<file path="src/rtl/dma_arb_pkg.sv">
// Shared definitions for the DMA bus arbiter: state encoding and default
// tuning values for burst length, grant timeout and backoff.
package dma_arb_pkg;

  typedef enum logic [2:0] {
    ST_IDLE     = 3'd0,
    ST_REQ      = 3'd1,
    ST_BACKOFF  = 3'd2,
    ST_WAITFREE = 3'd3,
    ST_OWN      = 3'd4,
    ST_CYCLE    = 3'd5,
    ST_RELEASE  = 3'd6
  } arb_state_t;

  localparam int DEF_MAX_BURST     = 8;
  localparam int DEF_GRANT_TIMEOUT = 255;
  localparam int DEF_BACKOFF       = 4;

endpackage

</file>
<file path="src/rtl/bus_sync2.sv">
// Two-flop synchroniser for asynchronous active-low bus strobes; resets to
// the negated (high) level so nothing looks asserted out of reset.
module bus_sync2 (
  input  logic clk,
  input  logic rst_n,
  input  logic d,
  output logic q
);

  logic meta;

  always_ff @(posedge clk or negedge rst_n) begin
    if (!rst_n) begin
      meta <= 1'b1;
      q    <= 1'b1;
    end else begin
      meta <= d;
      q    <= meta;
    end
  end

endmodule

</file>
<file path="src/rtl/dma_bus_arbiter.sv">
// 68030 bus-mastership negotiation for the DMA engine: BR_/BG_/BGACK_
// handshake, grant timeout with backoff, and per-cycle start strobes.
module dma_bus_arbiter
  import dma_arb_pkg::*;
#(
  parameter int MAX_BURST     = DEF_MAX_BURST,
  parameter int GRANT_TIMEOUT = DEF_GRANT_TIMEOUT,
  parameter int BACKOFF       = DEF_BACKOFF
) (
  input  logic       SCLK,
  input  logic       _RST,
  input  logic       DMAENA,
  input  logic       XFER_REQ,
  input  logic       BG_,
  input  logic       AS_I_,
  input  logic       BGACK_I_,
  input  logic       CYCLEDONE,
  output logic       BR_,
  output logic       BGACK_O_,
  output logic       BGACK_OE,
  output logic       CYCLE_START,
  output logic       BUS_OWNED,
  output logic       ARB_TO,
  output logic [7:0] BURST_CNT
);

  localparam logic [9:0] TO_LAST   = 10'(GRANT_TIMEOUT - 1);
  localparam logic [3:0] BO_LAST   = 4'(BACKOFF - 1);
  localparam logic [8:0] BURST_LIM = 9'(MAX_BURST);

  arb_state_t state, next_state;
  logic       bg_s, as_s, bgack_s;
  logic [9:0] to_cnt;
  logic [3:0] bo_cnt;
  logic [7:0] burst_cnt;
  logic [8:0] burst_inc;
  logic       to_hit, cont_cycle;
  logic       br_q, bgack_o_q, bgack_oe_q, cycle_start_q, bus_owned_q, arb_to_q;

  bus_sync2 u_sync_bg    (.clk(SCLK), .rst_n(_RST), .d(BG_),      .q(bg_s));
  bus_sync2 u_sync_as    (.clk(SCLK), .rst_n(_RST), .d(AS_I_),    .q(as_s));
  bus_sync2 u_sync_bgack (.clk(SCLK), .rst_n(_RST), .d(BGACK_I_), .q(bgack_s));

  assign burst_inc = {1'b0, burst_cnt} + 9'd1;

  always_comb begin
    next_state = state;
    to_hit     = 1'b0;
    cont_cycle = 1'b0;
    case (state)
      ST_IDLE:
        if (DMAENA && XFER_REQ) next_state = ST_REQ;
      ST_REQ:
        if (!DMAENA) next_state = ST_IDLE;
        else if (!bg_s) next_state = ST_WAITFREE;
        else if (to_cnt == TO_LAST) begin
          next_state = ST_BACKOFF;
          to_hit     = 1'b1;
        end
      ST_BACKOFF:
        if (bo_cnt == BO_LAST) next_state = (DMAENA && XFER_REQ) ? ST_REQ : ST_IDLE;
      // A withdrawn grant wins over a bus that just went quiet.
      ST_WAITFREE:
        if (bg_s) next_state = ST_REQ;
        else if (as_s && bgack_s) next_state = ST_OWN;
      ST_OWN:
        next_state = ST_CYCLE;
      // The cycle in flight always completes; exit decisions wait for CYCLEDONE.
      ST_CYCLE:
        if (CYCLEDONE) begin
          if (burst_inc >= BURST_LIM || !XFER_REQ || !DMAENA) next_state = ST_RELEASE;
          else cont_cycle = 1'b1;
        end
      ST_RELEASE:
        next_state = ST_IDLE;
      default:
        next_state = ST_IDLE;
    endcase
  end

  // Outputs are registered from next_state so they change with the state.
  always_ff @(posedge SCLK or negedge _RST) begin
    if (!_RST) begin
      state         <= ST_IDLE;
      to_cnt        <= '0;
      bo_cnt        <= '0;
      burst_cnt     <= '0;
      br_q          <= 1'b1;
      bgack_o_q     <= 1'b1;
      bgack_oe_q    <= 1'b0;
      cycle_start_q <= 1'b0;
      bus_owned_q   <= 1'b0;
      arb_to_q      <= 1'b0;
    end else begin
      state         <= next_state;
      to_cnt        <= (state == ST_REQ && next_state == ST_REQ) ? to_cnt + 10'd1 : '0;
      bo_cnt        <= (state == ST_BACKOFF && next_state == ST_BACKOFF) ? bo_cnt + 4'd1 : '0;
      if (next_state == ST_IDLE)
        burst_cnt <= '0;
      else if (state == ST_CYCLE && CYCLEDONE)
        burst_cnt <= (burst_inc > BURST_LIM) ? BURST_LIM[7:0] : burst_inc[7:0];
      br_q          <= !(next_state inside {ST_REQ, ST_WAITFREE});
      bgack_o_q     <= !(next_state inside {ST_OWN, ST_CYCLE});
      bgack_oe_q    <= next_state inside {ST_OWN, ST_CYCLE, ST_RELEASE};
      bus_owned_q   <= next_state inside {ST_OWN, ST_CYCLE};
      cycle_start_q <= (next_state == ST_OWN) || cont_cycle;
      arb_to_q      <= to_hit;
    end
  end

  assign BR_         = br_q;
  assign BGACK_O_    = bgack_o_q;
  assign BGACK_OE    = bgack_oe_q;
  assign CYCLE_START = cycle_start_q;
  assign BUS_OWNED   = bus_owned_q;
  assign ARB_TO      = arb_to_q;
  assign BURST_CNT   = burst_cnt;

endmodule

</file>
<file path="config.mk">
export PLATFORM = sky130hd
export DESIGN_NAME = dma_bus_arbiter
export DESIGN_NICKNAME = d
export VERILOG_FILES = /design/src/rtl/dma_arb_pkg.sv /design/src/rtl/bus_sync2.sv /design/src/rtl/dma_bus_arbiter.sv
export SDC_FILE = /design/constraint.sdc
export NUM_CORES = 1
export LEC_CHECK = 0
export CAP_MARGIN = 20
export CORE_UTILIZATION = 28
export CTS_BUF_LIST = sky130_fd_sc_hd__clkbuf_8 sky130_fd_sc_hd__clkbuf_16
export DETAILED_ROUTE_END_ITERATION = 12
export GPL_TIMING_DRIVEN = 0
export PLACE_DENSITY_LB_ADDON = 0.15
export SLEW_MARGIN = 10
export SYNTH_ARGS = -nofsm -noshare
export SYNTH_HDL_FRONTEND = slang
export SYNTH_SLANG_ARGS = --single-unit
export TNS_END_PERCENT = 5
</file>
<file path="constraint.sdc">
create_clock -name SCLK -period 2.1 [get_ports SCLK]
set_input_delay 0.42 -clock SCLK [delete_from_list [all_inputs] [get_ports SCLK]]
set_output_delay 0.42 -clock SCLK [all_outputs]
set_load 0.01 [all_outputs]
</file>
==> summary.md <==
| Metric | Value |
|---|---|
| Max cap viols | `0` |
| CTS clk-pin slew, worst paths | `about 80 ps` |
| Initial Util | `~29%` |
| WP data arrival | `2190 ps` |
| XOR/XNOR Fraction of Synth Area | `around 6.5%` |
| Cell variety after synth | `42` |
| Post-synthesis async set-or-reset flop share | `between 90% and 100%` |
| Fin. Hold Viols | `0` |
| Worst path required time | `around 2300 ps` |
| Slew HR | `between 40% and 50%` |
| Layout Skew | `~5.6 ps` |
| Global Route Usage Sum | `between 10% and 20%` |
| Chip height | `81.4 µm` |
| Leakage | `a little over 0.0009 µW` |
| Met2 usage | `around a fifth` |
| Status | `finished, final reports clean` |
| Finish-stage setup viols | `0` |
| Net switching power | `approximately 500 µW` |
| Drt drc | `0` |
| TritonCTS clock tree | `yes` |
| Htree depth | `2` |
| VDD IR max | `0.400 mV` |
| Worst-margin pin slew | `~810 ps` |
| Via-to-Cell Ratio | `between 4 and 5` |
| CP Capture Type | `flip-flop` |
| Fin crit period | `a little under 2000 ps` |
| Final ANT Viol Nets | `0` |
| Synth Instances | `169` |
| Number of buffers created by CTS | `5` |
| Clk sinks | `37` |
| Share of cells above drive strength 1 | `13.6%` |
| Worst reg2reg path depth | `7` |
| First-pass GRT wire length | `slightly above 6 mm` |
| DIE AREA | `6620 µm²` |
| Max frequency | `approximately 500 MHz` |
| PD cells | `between 800 and 900 nW/µm²` |
| Synthesized net count | `about 180` |
| Input/output buffers | `21` |
| Setup repair bufs after CTS | `0` |
| DR vias | `between 1,000 and 1,500` |
| Max Buffers Root-to-Sink | `2` |
| Met3 GRT Util | `about 3.1%` |
| Mapped Area | `around 1800 µm²` |
| Reg power frac | `between 40% and 50%` |
| HP Class | `input pin to asynchronous set/reset pin` |
| Antenna diodes | `0` |
| Compound-Gate Fraction of Synth Area | `10.6%` |
| Synth top area share | `about 41%` |
| Initial drt markers | `between 80 and 90` |
| Combinational power share | `between 20% and 30%` |
| Antenna violations before repair | `0` |
| Multi-input gate area | `around 800 µm²` |
| Synth top area cells | `dfrtp_1 (41%), dfstp_2 (12%), nor2_1 (4.7%), xnor2_1 (3.5%), xor2_1 (3.0%)` |
| Synth warn | `0` |
| Final worst-path cycle share | `a little over nine tenths` |
| GRT overflow | `0` |
| Final HPWL DP | `2.54 mm` |
| CTS Root Cell | `clkbuf_8` |
| CP Max Fanout | `8` |
| FF-to-FF setup slack | `around 120 ps` |
| Slew Viols, Final | `0` |
| Fill count | `604` |
| Net count, final | `209` |
| Global Route met1 Usage | `15.4%` |
| Synth Register Bits | `37` |
| Clock Power Share | `a little over a third` |
| Seq/Total Area, Yosys | `53.1%` |
| Row count | `28` |
| Startpoint type of the worst setup path | `flip-flop` |
| R2r endpoint | `BURST_CNT[3]` |
| Mux share of post-synthesis cell area | `0%` |
| Routability cong. | `between 0.8 and 0.9` |
| Post-route non-filler standard cell count | `about 270` |
| Int Power | `between 1000 and 1500 µW` |
| # IOs | `22` |
| Wire per inst | `between 10 and 15 µm` |
| Sw Share | `27.7%` |
| Reg2reg start | `bo_cnt[0]` |
| Placed cells | `between 200 and 300` |
| Area of the core | `around 6000 µm²` |
| Min Hold Slack | `219 ps` |
| Top_reg_cell synth | `dfrtp_1` |
| GR peak layer | `met2` |
| DRT Pass-1 Iters | `4` |
| EDFF count, synth | `0` |
| Vias in the first global route | `approximately 1,300` |
| Syn-to-layout area delta | `24.0%` |
| Pin count of the biggest net entering global routing | `38` |
| Chip width | `81.4 µm` |
| Unrepaired setup endpoints after global routing | `no` |
| Syn avg cell area | `between 10 and 15 µm²` |
| Simple-Gate Fraction of Synth Area | `around a quarter` |
| Adder-Cell Fraction of Synth Area | `between 2 and 3%` |
| WS Path Type | `flip-flop to flip-flop` |
| Synth area leader | `dfrtp_1` |
| Clk Latency, worst-skew pair | `290 ps` |
| Largest family of logic cells by synthesized area | `simple AND/OR/NAND/NOR gates` |
| Final wirelength | `approximately 3.5 mm` |
| Register area | `~940 µm²` |
## final cells by class
type / instances / area share, %
Buffer: 5 / 1.26
Clock buffer: 6 / 3.78
Clock inverter: 2 / 1.72
Inverter: 4 / 0.687
Multi-Input combinational cell: 123 / 36.1
Sequential cell: 37 / 42.8
Tap cell: 75 / 4.29
Timing Repair Buffer: 21 / 9.39
## cells in the final DEF, fill, tap and decap left out, drive strengths merged, types with 7 or more instances in the layout
cell type      count
dfrtp             29
nor2              22
clkdlybuf4s50     20
nand2             13
nand3              9
clkbuf             9
dfstp              8
xnor2              7
## through the flow
step / total power [µW] / TNS, ps / instance area [µm²] / util, % / worst slack [ps]
floorplan: 1090 / 0 / 1760 / - / 326
global placement: 1220 / -6240 / 2070 / 34.5 / -217
detailed placement: 1230 / 0 / 2060 / 34.4 / 42.9
CTS: 1880 / 0 / 2180 / 36.4 / 92.0
global route: 1960 / 0 / 2190 / 36.5 / 21.2
finish: 1860 / 0 / 2190 / 36.5 / 119
## timing repair
action | in CTS | in global routing
endpoints found under the setup margin | 0 | 2
hold buffers | 0 | 0
gates resized for setup | 0 | 1
## metal layers
| layer | routed length (µm) | up-vias |
|---|---|---|
| li1 | - | 649 |
| met1 | 1710 | 626 |
| met2 | 1630 | 19 |
| met3 | 97 | 8 |
| met4 | 70 | 0 |
| met5 | 0 | - |
## critical path, stage by stage, from the launching register on
cell and delay [ps]:
dfrtp_1 390, ha_1 220, or4b_4 480, a211oi_2 240
nor3_1 120, and3_1 190, buf_6 140, a211oi_2 130
## Yosys cell counts, types with 2 or more instances
cell and instances:
a31oi_1 2, nand3_1 9, a21oi_1 3, inv_1 4
nand2_1 13, and3_1 6, clkbuf_1 3, and2_1 3
a211oi_2 2, xor2_1 6, nor2_1 22, o21ai_0 5
a21o_1 2, dfrtp_1 29, dfstp_2 8, nor2b_1 2
nand4_1 5, a21oi_2 2, nand2b_1 3, and4_1 3
nor3b_1 3, ha_1 4, nor3_1 4, nand3b_1 2
xnor2_1 7
## worst max-delay path by stage
stage                     slack, ps            to      start
after floorplan                 330  BURST_CNT[3]  bo_cnt[0]
after global placement         -220  BURST_CNT[6]       _RST
after detailed placement         40  BURST_CNT[3]     DMAENA
after CTS                        90  BURST_CNT[3]  bo_cnt[0]
after global routing             20  BURST_CNT[3]  bo_cnt[0]
final                           120  BURST_CNT[3]  bo_cnt[0]
## kinds of logic (layout without fill, tap and decap cells)
| family | count (synthesis) | after routing |
|---|---|---|
| buffers and inverters | 9 | 38 |
| flip-flops | 37 | 37 |
| adder cells (fa/ha/maj) | 4 | 4 |
| XOR/XNOR | 13 | 13 |
| AND/OR/NAND/NOR | 81 | 81 |
| AO/OA/AOI/OAI | 25 | 25 |
## flip-flops by register name (all words and copies together) (netlist names), 3 cells and up
register / flops
BURST_CNT: 8
bo_cnt: 4
state: 3
to_cnt: 10
## power by group through the flow
stage	Sequential, µW	Clock [µW]	Combinational (µW)
floorplan	844	0	247
detailed placement	844	0	390
global route	840	690	430
CTS	830	661	390
global placement	840	0	384
finish	830	645	382
(Power assumes the default switching activity.)
